**config.mk**
```make
export PLATFORM = sky130hd
export DESIGN_NAME = sin_gen_dds
export DESIGN_NICKNAME = d
export VERILOG_FILES = /design/src/rtl/sin_gen_dds.sv
export SDC_FILE = /design/constraint.sdc
export NUM_CORES = 1
export LEC_CHECK = 0
export ABC_CLOCK_PERIOD_IN_PS = 15900
export CAP_MARGIN = 20
export CORE_UTILIZATION = 50
export CTS_CLUSTER_DIAMETER = 200
export DETAILED_ROUTE_END_ITERATION = 10
export GPL_TIMING_DRIVEN = 0
export PLACE_DENSITY = 0.69
export SYNTH_ARGS = -nofsm -noshare
export SYNTH_HDL_FRONTEND = slang
export SYNTH_SLANG_ARGS = --single-unit
```
**constraint.sdc**
```tcl
create_clock -name clk -period 15.9 [get_ports clk]
set_clock_uncertainty 0.05 [all_clocks]
set_input_delay 1.59 -clock clk [delete_from_list [all_inputs] [get_ports clk]]
set_output_delay 1.59 -clock clk [all_outputs]
set_load 0.05 [all_outputs]
```
**src/rtl/sin_gen_dds.sv**
```systemverilog
// sin_gen_dds: direct-digital-synthesis sine source.
//
// A phase accumulator advanced by a runtime tuning word feeds a three-stage
// pipeline: phase offset add, quarter-wave LUT lookup with quadrant folding,
// then sign restore and amplitude scaling. Every register advances only on
// clk_en, so the block runs at the downstream modulator's sample rate.
//
// Output handshake: out_valid is a valid-only strobe with no ready and no
// backpressure. It is high for exactly one clk after each enabled edge that
// produced a real sample. out is stable from that cycle until the next
// enabled edge, and the consumer must take it while out_valid is high.
module sin_gen_dds #(
  parameter int PHASE_W    = 32,
  parameter int LUT_ADDR_W = 8,
  parameter int DATA_W     = 16,
  parameter int AMP_W      = 16
) (
  input  logic                     clk,
  input  logic                     rst,
  input  logic                     clk_en,
  input  logic [PHASE_W-1:0]       ftw,
  input  logic [PHASE_W-1:0]       phase_off,
  input  logic [AMP_W-1:0]         amp,
  input  logic                     sync,
  output logic signed [DATA_W-1:0] out,
  output logic                     out_valid
);

  localparam int LUT_N  = 2 ** LUT_ADDR_W;
  localparam int PROD_W = DATA_W + AMP_W + 1;
  localparam real PI    = 3.14159265358979323846;

  // Quarter-wave magnitude at the centre of bucket k. The half-bucket offset
  // makes the folded address map exactly onto the mirrored quadrants, so no
  // special case is needed at 0, pi/2, pi or 3pi/2.
  function automatic logic [DATA_W-2:0] lut_val(input int k);
    real full_scale;
    real x;
    full_scale = (2.0 ** (DATA_W - 1)) - 1.0;
    x = full_scale * $sin(PI / 2.0 * ($itor(k) + 0.5) / $itor(LUT_N));
    return (DATA_W-1)'($rtoi(x + 0.5));
  endfunction

  // Constant table, filled at elaboration. Magnitudes only; the sign comes
  // from the quadrant.
  logic [DATA_W-2:0] lut [LUT_N];

  for (genvar k = 0; k < LUT_N; k++) begin : g_lut
    assign lut[k] = lut_val(k);
  end

  // Pipeline state
  logic [PHASE_W-1:0]    acc;
  logic [PHASE_W-1:0]    ph;
  logic [DATA_W-2:0]     lut_q;
  logic                  neg;
  logic [1:0]            fill;

  // Stage-2 decode of the registered phase
  logic [1:0]            quad;
  logic [LUT_ADDR_W-1:0] lut_a;
  logic [LUT_ADDR_W-1:0] lut_addr;
  logic [DATA_W-2:0]     lut_rd;

  // Stage-3 arithmetic
  logic signed [DATA_W-1:0] samp_s;
  logic signed [PROD_W-1:0] prod;
  logic signed [DATA_W-1:0] out_next;

  // Quadrant and fine-address split; odd quadrants read the table backwards.
  always_comb begin
    quad     = ph[PHASE_W-1 -: 2];
    lut_a    = ph[PHASE_W-3 -: LUT_ADDR_W];
    lut_addr = quad[0] ? ~lut_a : lut_a;
    lut_rd   = lut[lut_addr];
  end

  // Phase bits finer than the LUT resolution are dropped (truncating lookup).
  if (PHASE_W > LUT_ADDR_W + 2) begin : g_ph_low
    logic unused_ph_low;
    assign unused_ph_low = ^ph[PHASE_W-3-LUT_ADDR_W:0];
  end

  // Restore the sign, then scale by amp/2^AMP_W. The arithmetic shift floors,
  // and since amp < 2^AMP_W the result always fits DATA_W.
  always_comb begin
    samp_s   = neg ? -$signed({1'b0, lut_q}) : $signed({1'b0, lut_q});
    prod     = PROD_W'(samp_s) * PROD_W'($signed({1'b0, amp}));
    out_next = DATA_W'(prod >>> AMP_W);
  end

  // Phase accumulator: natural mod-2^PHASE_W wrap; sync restarts at zero.
  always_ff @(posedge clk) begin
    if (!rst) begin
      acc <= '0;
    end else if (clk_en) begin
      acc <= sync ? '0 : acc + ftw;
    end
  end

  // Stage 1: offset add on the pre-update accumulator value.
  always_ff @(posedge clk) begin
    if (!rst) begin
      ph <= '0;
    end else if (clk_en) begin
      ph <= acc + phase_off;
    end
  end

  // Stage 2: table read and quadrant sign capture.
  always_ff @(posedge clk) begin
    if (!rst) begin
      lut_q <= '0;
      neg   <= 1'b0;
    end else if (clk_en) begin
      lut_q <= lut_rd;
      neg   <= quad[1];
    end
  end

  // Stage 3: scaled signed sample.
  always_ff @(posedge clk) begin
    if (!rst) begin
      out <= '0;
    end else if (clk_en) begin
      out <= out_next;
    end
  end

  // Fill counter: out_valid only once the pipeline holds a real sample, i.e.
  // from the third enabled edge after reset onwards. sync does not flush, so
  // the counter is left alone on sync.
  always_ff @(posedge clk) begin
    if (!rst) begin
      fill      <= 2'd0;
      out_valid <= 1'b0;
    end else if (clk_en) begin
      fill      <= (fill == 2'd3) ? fill : fill + 2'd1;
      out_valid <= (fill >= 2'd2);
    end else begin
      out_valid <= 1'b0;
    end
  end

endmodule

```
==> metrics <==
DP HPWL=approximately 68 mm; Hold/Removal Path Class=register to register; Slew @ Worst Pin=about 1.3 ns; H-tree depth=3; TritonCTS clock tree=yes; Reg2Reg Launch Point=lut_q[0]; Critical Path Start Type=register; endpoints failing hold=0; pwr dens=between 150 and 200 nW/µm²; Seq/Total Area, Yosys=~8.4%; Slew headroom=14.82%; clk_lat worst skew=0.36 ns; clk buf depth=2; DRC viols=8; via/cell ratio=between 7 and 8; Worst R2R Path Depth=30; Final Instance Area=slightly above 20,000 µm²; most numerous cell in the Yosys netlist=inv_1; flops & latches, synth=between 70 and 80; GRT Total Usage=between 40 and 50%; Slew Limit Fails=0; Max Cap Viol=0; CP required=~16 ns; Worst path depth=30; core area=35,830 µm²; die area=37,440 µm²; root cell of the clock tree=clkbuf_16; FF-to-FF End=out[12]; Synth top cells by count=inv_1, nand2_1, ha_1; R2R setup slack=6.92 ns; Leak=approximately 9.0 nW; setup ws final=approximately 6.9 ns; RSZ-0062 raised after global routing=false; period utilization=56.48%; P&R area growth vs syn=10.62%; status=complete, but fails checks; Mapped Nets=2,862; synth top area cells=fa_1, ha_1, dfxtp_1; fin nets=2,977; Post-Syn Area=roughly 18,000 µm²; Sw Ratio=59.41%; CP max FO=10; number of synthesized flops with an enable pin=0; setup TNS=0 ns; routability cong.=roughly 1.1; Chip Width=between 150 and 200 µm; WP buf/inv=8; fin cells=between 2,000 and 3,000; pre-CTS setup slack=~7.0 ns; post-CTS sizing=0; CP endpoint=out[12]; minimum clock period=8.981 ns; Synth Instances=approximately 2,400; failing checks=DRC; Die Span Y=193.5 µm; layout cells sized above 1=roughly 3.0%; I/O Pins=between 100 and 150; Comb pwr share=slightly below 90%; dominant synthesized flop cell=dfxtp_1; Arr. time, crit path=approximately 9.2 ns; critical setup path kind=register to register; Inst Count DP=2,953; Post-synth ARST share=0%; Initial Utilization=between 50% and 60%; share of Yosys cell area claimed by the top area cell type=21.18%; max incr delay on CP=~0.93 ns; clock network power share=6.5%; Reg power frac=slightly below 7%; PortBufs=99; row count=69; Slowest cell on crit path=xnor2_1; Worst VDD drop=356.2 µV; initial antenna violation count=5; final-report setup violation count=0; crit path from=lut_q[0]; CP top delay family=adder cells; Post-CTS Hold Buffers=0; vias=about 21,000; Num CTS Buffers=9; hold slack=~0.42 ns; fmax=~0.11 GHz; Critical Path Sink Type=register; Synth area leader=fa_1; Net Sw Power=2.141 mW; number of global-route vias before repair=~21,000; dpl cell area=approximately 20,000 µm²; clk sink count=77; post-CTS setup buffers=0; initial DRC count=between 3,000 and 4,000; Antenna Nets Post-Route=0; Mapped Avg Cell Area=between 7 and 8 µm²; first-pass iteration count of the detailed router=11; Total Power=3.603 mW; final wirelength=slightly below 90 mm; cell-internal power=~1.5 mW; synth unique cells=between 80 and 90; largest net degree at the start of global routing=17; first-pass GRT wire length=132.8 mm; Core Util, Final=a little under three fifths; Worst-path clk slew=0.07 ns; Synth warnings=0; total gr overflow=0; routed length per placed instance=roughly 30 µm
-- power groups by stage --
stage | clock network, mW | registers (mW) | logic (mW)
finish | 0.234 | 0.248 | 3.12
global route | 0.242 | 0.250 | 3.41
CTS | 0.232 | 0.246 | 2.99
detailed placement | 0 | 0.250 | 2.95
global placement | 0 | 0.248 | 2.83
floorplan | 0 | 0.278 | 1.97
-- per-layer routing --
layer / up-vias / GRT usage (%) / wire, µm
li1: 8528 / - / -
met1: 10100 / 59.44 / 33490
met2: 1831 / 71.05 / 37500
met3: 482 / 17.75 / 12690
met4: 6 / 24.53 / 5548
met5: - / 2.299 / 151
-- flip-flops by register name, indices dropped and copies added (netlist names) --
| name | count |
|---|---|
| acc | 32 |
| fill | 2 |
| lut_q | 15 |
| neg | 1 |
| out | 16 |
| out_valid | 1 |
| ph | 10 |
-- worst min-delay path, stage by stage, from the launching register on --
cell	delay [ns]
dfxtp_1	0.32
nand2_1	0.05
o31ai_1	0.06
-- placed cells by master (no fill, tap or decap), types with 8 or more instances in the layout --
master	instances
a211o_1	16
a211oi_1	38
a21o_1	37
a21oi_1	148
a221oi_1	15
a311oi_1	24
a31oi_1	28
and2_1	97
and3_1	11
buf_1	17
buf_2	23
clkbuf_1	115
clkbuf_16	9
clkdlybuf4s50_1	99
dfxtp_1	77
fa_1	194
ha_1	195
inv_1	260
mux2i_1	13
nand2_1	246
nand2b_1	24
nand3_1	47
nand4_1	8
nor2_1	164
nor2b_1	49
nor3_1	56
o2111ai_1	13
o211ai_1	28
o21a_1	18
o21ai_0	149
o221ai_1	9
o311ai_0	22
o31ai_1	24
or2_2	9
or3_1	12
xnor2_1	37
xor2_1	30
-- logic make-up (layout without fill, tap and decap cells) --
family | count (synthesis) | count (layout) | synth area share, %
other | 0 | 2 | 0
AND/OR/NAND/NOR | 761 | 761 | 19.99
buffers and inverters | 423 | 542 | 8.918
adder cells (fa/ha/maj) | 389 | 389 | 34.48
AO/OA/AOI/OAI | 653 | 653 | 23.83
multiplexers | 15 | 15 | 0.8938
XOR/XNOR | 71 | 71 | 3.473
flip-flops | 77 | 77 | 8.406
-- layout make-up --
| cell class | instances | area (µm²) |
|---|---|---|
| tap | 461 | 576.8 |
| clock buffer | 9 | 225.2 |
| antenna | 2 | 5.005 |
| buffer | 159 | 644.4 |
| timing repair buffer | 104 | 1030 |
| sequential | 77 | 1541 |
| inverter | 264 | 991.0 |
| fill | 3108 | 15540 |
| multi-input combinational | 1889 | 15180 |
| clock inverter | 6 | 96.34 |
-- worst min-delay path by stage --
stage	startpoint	end	slack [ns]	cells past startpoint
floorplan	ph[31]	ph[31]	0.37	2
global placement	out[3]	out[3]	0.39	2
detailed placement	out[7]	out[7]	0.39	2
CTS	out[7]	out[7]	0.42	2
global route	out[6]	out[6]	0.44	2
finish	out[7]	out[7]	0.42	2
Note: power is estimated with default switching activity, not from simulation.
